File: config.mk
export PLATFORM = sky130hd
export DESIGN_NAME = pcs_rx_block_lock
export DESIGN_NICKNAME = d
export VERILOG_FILES = /design/src/rtl/pcs_rx_block_lock.sv
export SDC_FILE = /design/constraint.sdc
export NUM_CORES = 1
export LEC_CHECK = 0
export CORE_ASPECT_RATIO = 0.9
export CORE_MARGIN = 4
export CORE_UTILIZATION = 35
export DETAILED_ROUTE_END_ITERATION = 16
export HOLD_SLACK_MARGIN = 0.02
export SYNTH_ARGS = -nofsm -noshare
export SYNTH_HDL_FRONTEND = slang
export SYNTH_SLANG_ARGS = --single-unit
File: constraint.sdc
create_clock -name clk -period 2.9 [get_ports clk]
set_clock_uncertainty 0.1 [all_clocks]
set_input_delay 0.725 -clock clk [delete_from_list [all_inputs] [get_ports clk]]
set_output_delay 0.725 -clock clk [all_outputs]
set_load 0.05 [all_outputs]
File: src/rtl/pcs_rx_block_lock.sv
// 64b/66b receive block-lock controller. It checks each 2-bit sync header and
// asks the gearbox to slip one bit until headers line up. It gates decoder
// input valid on lock and keeps a saturating slip counter.
module pcs_rx_block_lock #(
  parameter int          SH_CNT_MAX       = 64,
  parameter int          SH_INVALID_MAX   = 16,
  parameter int          SLIP_WAIT_CYCLES = 4,
  parameter logic [15:0] SLIP_COUNT_MAX   = 16'hFFFF
) (
  input  logic        clk,
  input  logic        rst,
  input  logic [1:0]  in_header,
  input  logic        in_header_valid,
  output logic        out_slip,
  output logic        out_block_lock,
  output logic        out_decoder_valid,
  output logic [15:0] out_slip_count
);

  localparam int CW = $clog2(SH_CNT_MAX + 1);
  localparam int IW = $clog2(SH_INVALID_MAX + 1);
  localparam int WW = (SLIP_WAIT_CYCLES > 1) ? $clog2(SLIP_WAIT_CYCLES + 1) : 1;

  typedef enum logic [1:0] {ST_TEST, ST_SLIP, ST_WAIT} state_t;

  state_t          state, state_n;
  logic [CW-1:0]   sh_cnt, sh_cnt_n, cnt_inc;
  logic [IW-1:0]   sh_inv, sh_inv_n, inv_inc;
  logic [WW-1:0]   wait_cnt, wait_n;
  logic            lock, lock_n;
  logic [15:0]     slip_count, slip_count_n;
  logic            hdr_bad;

  // 00 and 11 carry no transition and cannot be a real sync header
  assign hdr_bad = ~(in_header[1] ^ in_header[0]);
  assign cnt_inc = sh_cnt + 1'b1;
  assign inv_inc = sh_inv + {{(IW-1){1'b0}}, hdr_bad};

  // Register state, window counters, lock and slip count
  always_ff @(posedge clk) begin
    if (rst) begin
      state      <= ST_TEST;
      sh_cnt     <= '0;
      sh_inv     <= '0;
      wait_cnt   <= '0;
      lock       <= 1'b0;
      slip_count <= '0;
    end else begin
      state      <= state_n;
      sh_cnt     <= sh_cnt_n;
      sh_inv     <= sh_inv_n;
      wait_cnt   <= wait_n;
      lock       <= lock_n;
      slip_count <= slip_count_n;
    end
  end

  // Next-state: a slip decision takes priority over closing a window
  always_comb begin
    state_n      = state;
    sh_cnt_n     = sh_cnt;
    sh_inv_n     = sh_inv;
    wait_n       = wait_cnt;
    lock_n       = lock;
    slip_count_n = slip_count;
    case (state)
      ST_TEST: begin
        if (in_header_valid) begin
          sh_cnt_n = cnt_inc;
          sh_inv_n = inv_inc;
          if ((!lock && hdr_bad) || (lock && (inv_inc == IW'(SH_INVALID_MAX)))) begin
            state_n  = ST_SLIP;
            lock_n   = 1'b0;
            sh_cnt_n = '0;
            sh_inv_n = '0;
            // Counted on entry so the count is visible alongside the pulse
            if (slip_count != SLIP_COUNT_MAX)
              slip_count_n = slip_count + 16'd1;
          end else if (cnt_inc == CW'(SH_CNT_MAX)) begin
            lock_n   = 1'b1;
            sh_cnt_n = '0;
            sh_inv_n = '0;
          end
        end
      end
      ST_SLIP: begin
        state_n  = ST_WAIT;
        wait_n   = '0;
        lock_n   = 1'b0;
        sh_cnt_n = '0;
        sh_inv_n = '0;
      end
      ST_WAIT: begin
        // Headers are ignored while the gearbox settles
        sh_cnt_n = '0;
        sh_inv_n = '0;
        if (wait_cnt == WW'(SLIP_WAIT_CYCLES - 1))
          state_n = ST_TEST;
        else
          wait_n = wait_cnt + 1'b1;
      end
      default: state_n = ST_TEST;
    endcase
  end

  assign out_slip          = (state == ST_SLIP);
  assign out_block_lock    = lock;
  assign out_decoder_valid = in_header_valid & lock;
  assign out_slip_count    = slip_count;

endmodule

# [After elaboration in Yosys (flattened, before gate mapping)]
# Cells that the tools add are included.
[word_totals] word_cells=56 register_bits=34 out_inout_bits=19
[classes] addsub=4 reduce_logical=14 bitwise=3 mux=18 n_eq_ne=11
[ops] operator="7-bit two-way mux" n=3
[ops] operator="16-bit by 1-bit adder with 16-bit output, second input constant" n=1
[ops] operator="16-bit != test, second input constant" n=1
[ops] operator="5-bit two-way mux" n=3
[ops] operator="7-bit one-hot mux with 2 select lines" n=1
[ops] operator="5-bit one-hot mux with 2 select lines" n=1
[ops] operator="2-bit != test, second input constant" n=4
[ops] operator="7-bit by 1-bit adder with 7-bit output, second input constant" n=1
[ops] operator="7-bit == test, second input constant" n=1
[ops] operator="2-bit two-way mux" n=3
[ops] operator="2-bit one-hot mux with 3 select lines" n=1
[ops] operator="3-bit one-hot mux with 2 select lines" n=1
[ops] operator="3-bit AND reduction" n=2
[ops] operator="2-bit nonzero test" n=3
[ops] operator="5-bit by 1-bit adder with 5-bit output" n=1
[ops] operator="5-bit == test, second input constant" n=1
[ops] operator="2-bit AND reduction" n=2
[ops] operator="4-bit AND reduction" n=1
[ops] operator="3-bit by 1-bit adder with 3-bit output, second input constant" n=1
[ops] operator="3-bit by 2-bit == test with 1-bit output, second input constant" n=1
[ops] operator="1-bit two-way mux" n=3
[ops] operator="3-bit two-way mux" n=1
[ops] operator="3-bit != test, second input constant" n=1
[ops] operator="2-bit by 1-bit == test with 1-bit output, second input constant" n=1
[ops] operator="other kinds (10)" n=11

# [Logic depth before layout (Yosys ltp)]
# Gate-level depths: netlist of run 1.
[depth] word_depth=9 ltp_mapped=10 mapped_depth_nobuf=9

# [Worst setup path after synthesis of run 1]
# No wires, ideal clock.
[synth_path] kind="input-to-reg" from="input port in_header[0]" to="register slip_count[15], in the netlist out_slip_count[15]" path_slack_ns=0.026 n_path_buf=0 cell_stages=9 t_arrival_ns=2.658 setup_time_ns=0.116 path_cell_list="xnor2_1 ha_1 ha_1 xor2_1 nor4b_4 o21ai_2 a2111oi_4 a21oi_1 a31o_2"
[synth_via] elab_chain_cells=7 word_cells_on_any_way=8
[synth_lines] item="start: declaration" line="12" text="input logic [1:0] in_header,"
[synth_lines] item="1-bit XOR *" line="35" text="assign hdr_bad = ~(in_header[1] ^ in_header[0]);"
[synth_lines] item="1-bit inverter *" line="35"
[synth_lines] item="5-bit by 1-bit adder with 5-bit output" line="37" text="assign inv_inc = sh_inv + {{(IW-1){1'b0}}, hdr_bad};"
[synth_lines] item="5-bit == test" line="71" text="if ((!lock && hdr_bad) || (lock && (inv_inc == IW'(SH_INVALID_MAX)))) begin"
[synth_lines] item="1-bit logical AND" line="71"
[synth_lines] item="1-bit logical OR *" line="71"
[synth_lines] item="4-bit AND reduction (no source line) *"
[synth_lines] item="end signal: assignment" line="54" text="slip_count <= slip_count_n;"
[synth_lines] item="end: declaration" line="31" text="logic [15:0] slip_count, slip_count_n;"
# Mark *: on every way between the ends. The rest lies on a longest branch, timed or not.
# A chain may end at the register's enable or synchronous reset.

# [Final worst setup path of run 1]
[layout_path] from="input port in_header[1]" to="register slip_count[13], in the netlist out_slip_count[13]"
# The elaborated chain is that of the path after synthesis.

==> impl_metrics.tcl, run 1 <==
set metrics [dict create \
    grt_pass1_vias 1605 \
    cts_root_buffer "clkbuf_8" \
    layout.nets 271 \
    post_drt_wl_per_cell_um 13.1 \
    rsz0062_at_grt "no" \
    grt_max_degree 30 \
    worst_pin_slew_ns 0.674 \
    slew-limit-headroom_pct 55.0 \
    gr-total-overflow 0 \
    critPathLaunchType "input pin" \
    cts_buffers 5 \
    post-place-cells 312 \
    antenna_found_initial 0 \
    max-cap-violations 0 \
    place_congestion 0.715 \
    hold_buffers 0 \
    yosysUniqueCellTypes 44 \
    die_area_um2 6540 \
    syn_area_per_cell_um2 8.65 \
    start_util_pct 37.3 \
    num_vias 1654 \
    status "finished clean" \
    drt_pre_antenna_iters 4 \
    grt_pass1_wl_mm 7.34 \
    cts.sinks 34 \
    final_cells 321 \
    synth_flop_cell "dfxtp_1" \
    worstSetupPathType "input pin to flop" \
    cp_max_fo 4 \
    min_period_ns 2.69 \
    cpPeakStageDelay_ns 0.44 \
    crit_path_cell_trace "clkbuf_2, xnor2_2, ha_2, ha_4, xor2_2, nor4b_4, o21ai_2, a2111oi_4, buf_4, xnor2_1, nor2_1" \
    cp_data_required_time_ns 2.97 \
    slew_violations 0 \
    synth_cells 215 \
    syn_nets 229 \
    insertion_delay_ns 0.29 \
    synthArstFlopShare_pct 0 \
    drtIter0Drc 105 \
    post-route-period-util_pct 92.6 \
    via_per_inst 5.15 \
    crit_buf_inv 2 \
    rows 24 \
    cts_tree "yes" \
    arrival_ns 2.76 \
    dp_hpwl_mm 3.15 \
    io_buffers 23 \
    ys_seq_area_share_pct 36.6 \
    fin_area_um2 2410 \
    dieHeight_um 77.1 \
    end_kind "flop" \
    antenna_cells 0 \
    fin_util_pct 48.3 \
    remaining_drc_errors 0 \
    p_leak_nw 0.844 \
    clk_pin_slew_worst_paths_ns 0.07 \
    wirelength_mm 4.19 \
    ios 24 \
    yosysWarnings 0 \
    clockBufferDepth 2 \
    drive_above_1_share_pct 17.2 \
    detail-route-antenna-nets 0 \
    synth_edf_count 0 \
    syn-cell-area_um2 1860 \
    die_w_um 84.8 \
    hold_violations 0 \
    crit_family "compound AO/OA/AOI/OAI gates" \
    p_per_area_nw_per_um2 404 \
    irDropWorstVdd_mv 0.199 \
    core_um2 4980 \
    cp_slowest_cell "a2111oi_4" \
    hold_path.class "flop to flop" \
    syn_to_final_growth_pct 29.4 \
    track_usage_pct 13.9 \
    placed_area_um2 2270 \
    synth-seq-cells 34 \
    fmax_ghz 0.372 \
    htree_levels 2 \
    setup_viol 0 \
]
-- state kept, by name, summed over array words and instances (netlist names) --
name,flops
sh_inv,5
state,2
sh_cnt,7
wait_cnt,3
out_slip_count,16
out_block_lock,1
-- layer usage --
| metal | part of all wire [%] | vias up | track usage (%) |
|---|---|---|---|
| li1 | - | 859 | - |
| met1 | 49 | 760 | 17.6 |
| met2 | 46 | 27 | 21.9 |
| met3 | 4.0 | 8 | 3.75 |
| met4 | 2.0 | 0 | 6.17 |
| met5 | 0 | - | 0 |
-- logic make-up (layout without fill, tap and decap cells) --
family	count (synthesis)	after routing	synth area share, %
AO/OA/AOI/OAI	35	35	14.4
XOR/XNOR	17	17	8.01
adder cells (fa/ha/maj)	9	9	6.06
buffers and inverters	12	53	2.49
flip-flops	34	34	36.6
multiplexers	4	4	2.36
AND/OR/NAND/NOR	104	104	30.1
-- layout make-up --
type / count / area (um2)
fillers: 496 / 2580
multi-input cells: 169 / 1180
flip-flops and latches: 34 / 681
repair buffers: 40 / 358
clock buffers: 6 / 82.6
well taps: 65 / 81.3
inverters: 7 / 26.3
-- final timing paths --
kind | start | endpoint | slack, ns | depth (start not counted)
max reg2reg | sh_inv[0] | out_slip_count[13] | 0.60 | 9
min reg2reg | sh_cnt[6] | sh_cnt[6] | 0.39 | 1
max | in_header[1] | out_slip_count[13] | 0.21 | 11
min | sh_cnt[6] | sh_cnt[6] | 0.39 | 1
-- cell usage after synthesis (all sizes together), types with 2 or more instances --
cell type | count | area (um2)
dfxtp | 34 | 681
nor2 | 34 | 128
xnor2 | 16 | 140
nand3 | 13 | 70.1
nand2 | 11 | 41.3
nor3 | 10 | 60.1
a31oi | 9 | 56.3
ha | 9 | 113
a21oi | 7 | 35.0
inv | 7 | 26.3
nand2b | 7 | 43.8
nand4 | 7 | 43.8
a22oi | 5 | 37.5
and3 | 4 | 25.0
mux2i | 4 | 43.8
nand3b | 4 | 30.0
a211oi | 3 | 22.5
and2 | 3 | 18.8
clkbuf | 3 | 11.3
nor4b | 3 | 41.3
buf | 2 | 8.75
nor2b | 2 | 12.5
nor4 | 2 | 12.5
o21ai | 2 | 13.8
-- through the flow --
stage	setup TNS [ns]	hold slack [ns]	power (mW)	setup WS (ns)
3_5_place_dp	-10.39	0.375	0.634	-0.502
5_1_grt	0	0.440	1.02	0.0790
3_3_place_gp	-9.52	0.365	0.633	-0.440
2_1_floorplan	0	0.347	0.583	0.0258
4_1_cts	0	0.389	0.982	0.0254
6_report	0	0.393	0.973	0.214
-- where the power goes --
part           switching (mW)  leakage, nW  internal (mW)
Clock                   0.164       0.0431          0.183
Sequential            0.00827        0.274          0.475
Combinational          0.0863        0.527         0.0566
-- repair_timing --
item / 4_1_cts / 5_1_grt
gates resized for setup: 4 / 11
pin swaps: 2 / 5
setup buffers: 3 / 0
endpoints found under the setup margin: 25 / 21
-- placed cells by master (no fill, tap or decap), drive strengths merged, types with 4 or more instances in the layout --
cell / n
nand3b: 4
inv: 7
nand3: 13
nand2: 11
clkdlybuf4s50: 20
a22oi: 5
a31oi: 9
nand4: 7
buf: 18
mux2i: 4
xnor2: 16
clkbuf: 8
and3: 4
nor2: 34
ha: 9
nand2b: 7
dfxtp: 34
nor3: 10
a21oi: 7
Note: power is estimated with default switching activity, not from simulation.
==> run 2: changes to the inputs <==
==> constraint.sdc (replaced) <==
create_clock -name clk -period 2.9 [get_ports clk]
set_clock_uncertainty 0.1 [all_clocks]
set_input_delay 0.29 -clock clk [delete_from_list [all_inputs] [get_ports clk]]
set_output_delay 0.29 -clock clk [all_outputs]
set_load 0.05 [all_outputs]
==> impl_metrics.tcl, run 2 (synthesized netlist as in run 1, its figures left out) <==
set metrics [dict create \
    status "finished clean" \
    clockBufferDepth 2 \
    hold_violations 0 \
    crit_path_cell_trace "clkdlybuf4s50_1, xnor2_1, ha_1, ha_1, xor2_1, nor4b_4, o21ai_2, a2111oi_4, a21oi_1, a31o_2" \
    intPower_uw 779 \
    insertion_delay_ns 0.29 \
    cts_buffers 5 \
    cts_resized 0 \
    p_comb_share_pct 12.4 \
    swShare_pct 26.1 \
    worst_pin_slew_ns 0.621 \
    ios 24 \
    hold_path.class "flop to flop" \
    setup_slack_ns 0.235 \
    clockPowerShare_pct 41.8 \
    fillers 504 \
    grt_pass1_wl_mm 7.20 \
    fin_util_pct 46.9 \
    rsz0062_at_grt "no" \
    end_kind "flop" \
    setup_viol 0 \
    antenna_cells 0 \
    num_vias 1616 \
    seqPwrFrac_pct 45.8 \
    die_w_um 84.8 \
    max-cap-violations 0 \
    post-route-period-util_pct 91.9 \
    place_ws_ns -0.0762 \
    gr-total-overflow 0 \
    antenna_found_initial 0 \
    fmax_ghz 0.375 \
    cts_setup_buffers 0 \
    layout_common_cells "nor2_1 (34), dfxtp_1 (34), clkdlybuf4s50_1 (23), xnor2_1 (16), nand3_1 (12)" \
    irDropWorstVdd_mv 0.219 \
    post-place-cells 308 \
    largest_register_ffs 16 \
    wirelength_mm 4.09 \
    cts_root_buffer "clkbuf_8" \
    clk_pin_slew_worst_paths_ns 0.08 \
    slew-limit-headroom_pct 58.6 \
    core_um2 4980 \
    p_leak_nw 0.813 \
    grt_pass1_vias 1539 \
    io_buffers 23 \
    cts.sinks 34 \
    slew_violations 0 \
    drive_above_1_share_pct 10.8 \
    via_per_inst 5.11 \
    placed_area_um2 2230 \
    cp_common_cell "ha_1" \
    final_cells 316 \
    cp_slowest_cell "a2111oi_4" \
    drtIter0Drc 79 \
    syn_to_final_growth_pct 25.6 \
    dp_hpwl_mm 3.03 \
    p_total_mw 1.05 \
    whs_ns 0.387 \
    cpPeakStageDelay_ns 0.45 \
    grt_max_degree 30 \
    detail-route-antenna-nets 0 \
    hold_buffers 0 \
    critPathLaunchType "input pin" \
    remaining_drc_errors 0 \
    htree_levels 2 \
    track_usage_pct 13.4 \
    rows 24 \
    fin_area_um2 2340 \
    worstSetupPathType "input pin to flop" \
    start_util_pct 37.3 \
    p_switching_uw 275 \
    place_congestion 0.756 \
    cp_max_fo 4 \
    die_area_um2 6540 \
    dieHeight_um 77.1 \
    layout.nets 264 \
    post_drt_wl_per_cell_um 12.9 \
    p_per_area_nw_per_um2 451 \
    timing.setup.tns_ns 0 \
    cp_data_required_time_ns 3.00 \
    min_period_ns 2.67 \
    arrival_ns 2.76 \
    drt_pre_antenna_iters 4 \
    cts_tree "yes" \
]
## run 2: changes by cell type in the layout (fill, tap and decap cells not counted), sizes merged
cell,previous run,this run
clkinvlp,0,1
clkdlybuf4s50,20,23
bufinv,0,1
buf,18,10
clkbuf,8,6
## run 2: final cells by class
cell class	count	area (um2)	share of cell area, %
multi-input cells	169	1130	48.5
flip-flops and latches	34	681	29.1
repair buffers	33	305	13.1
well taps	65	81.3	3.48
clock buffers	6	72.6	3.11
clock inverters	2	37.5	1.61
inverters	7	26.3	1.12
## run 2: per-layer routing
layer | vias up | track usage (%) | routed length, um
met5 | - | 0 | 0
met4 | 0 | 5.06 | 57
met3 | 7 | 4.18 | 113
met2 | 20 | 20.7 | 1870
met1 | 741 | 17.4 | 2050
li1 | 848 | - | -
## run 2: path summary, 6_finish.rpt
check,from,endpoint,slack [ns],depth (start not counted)
setup reg to reg,sh_inv[0],out_slip_count[15],0.50,8
setup / recovery,in_header[1],out_slip_count[15],0.23,10
hold / removal,wait_cnt[2],wait_cnt[2],0.39,2
hold reg to reg,wait_cnt[2],wait_cnt[2],0.39,2
## run 2: power groups by stage
stage / clock [mW] / sequential [mW] / combinational, mW
floorplan: 0 / 0.497 / 0.0863
global placement: 0 / 0.493 / 0.130
detailed placement: 0 / 0.494 / 0.131
CTS: 0.444 / 0.483 / 0.132
global route: 0.465 / 0.484 / 0.146
finish: 0.441 / 0.483 / 0.130
## run 2: critical path, delay by kind of cell
family,cells,cell delay (ns)
adder cells (fa/ha/maj),2,0.43
AO/OA/AOI/OAI,4,0.96
XOR/XNOR,2,0.33
AND/OR/NAND/NOR,1,0.32
buffers and inverters,1,0.43
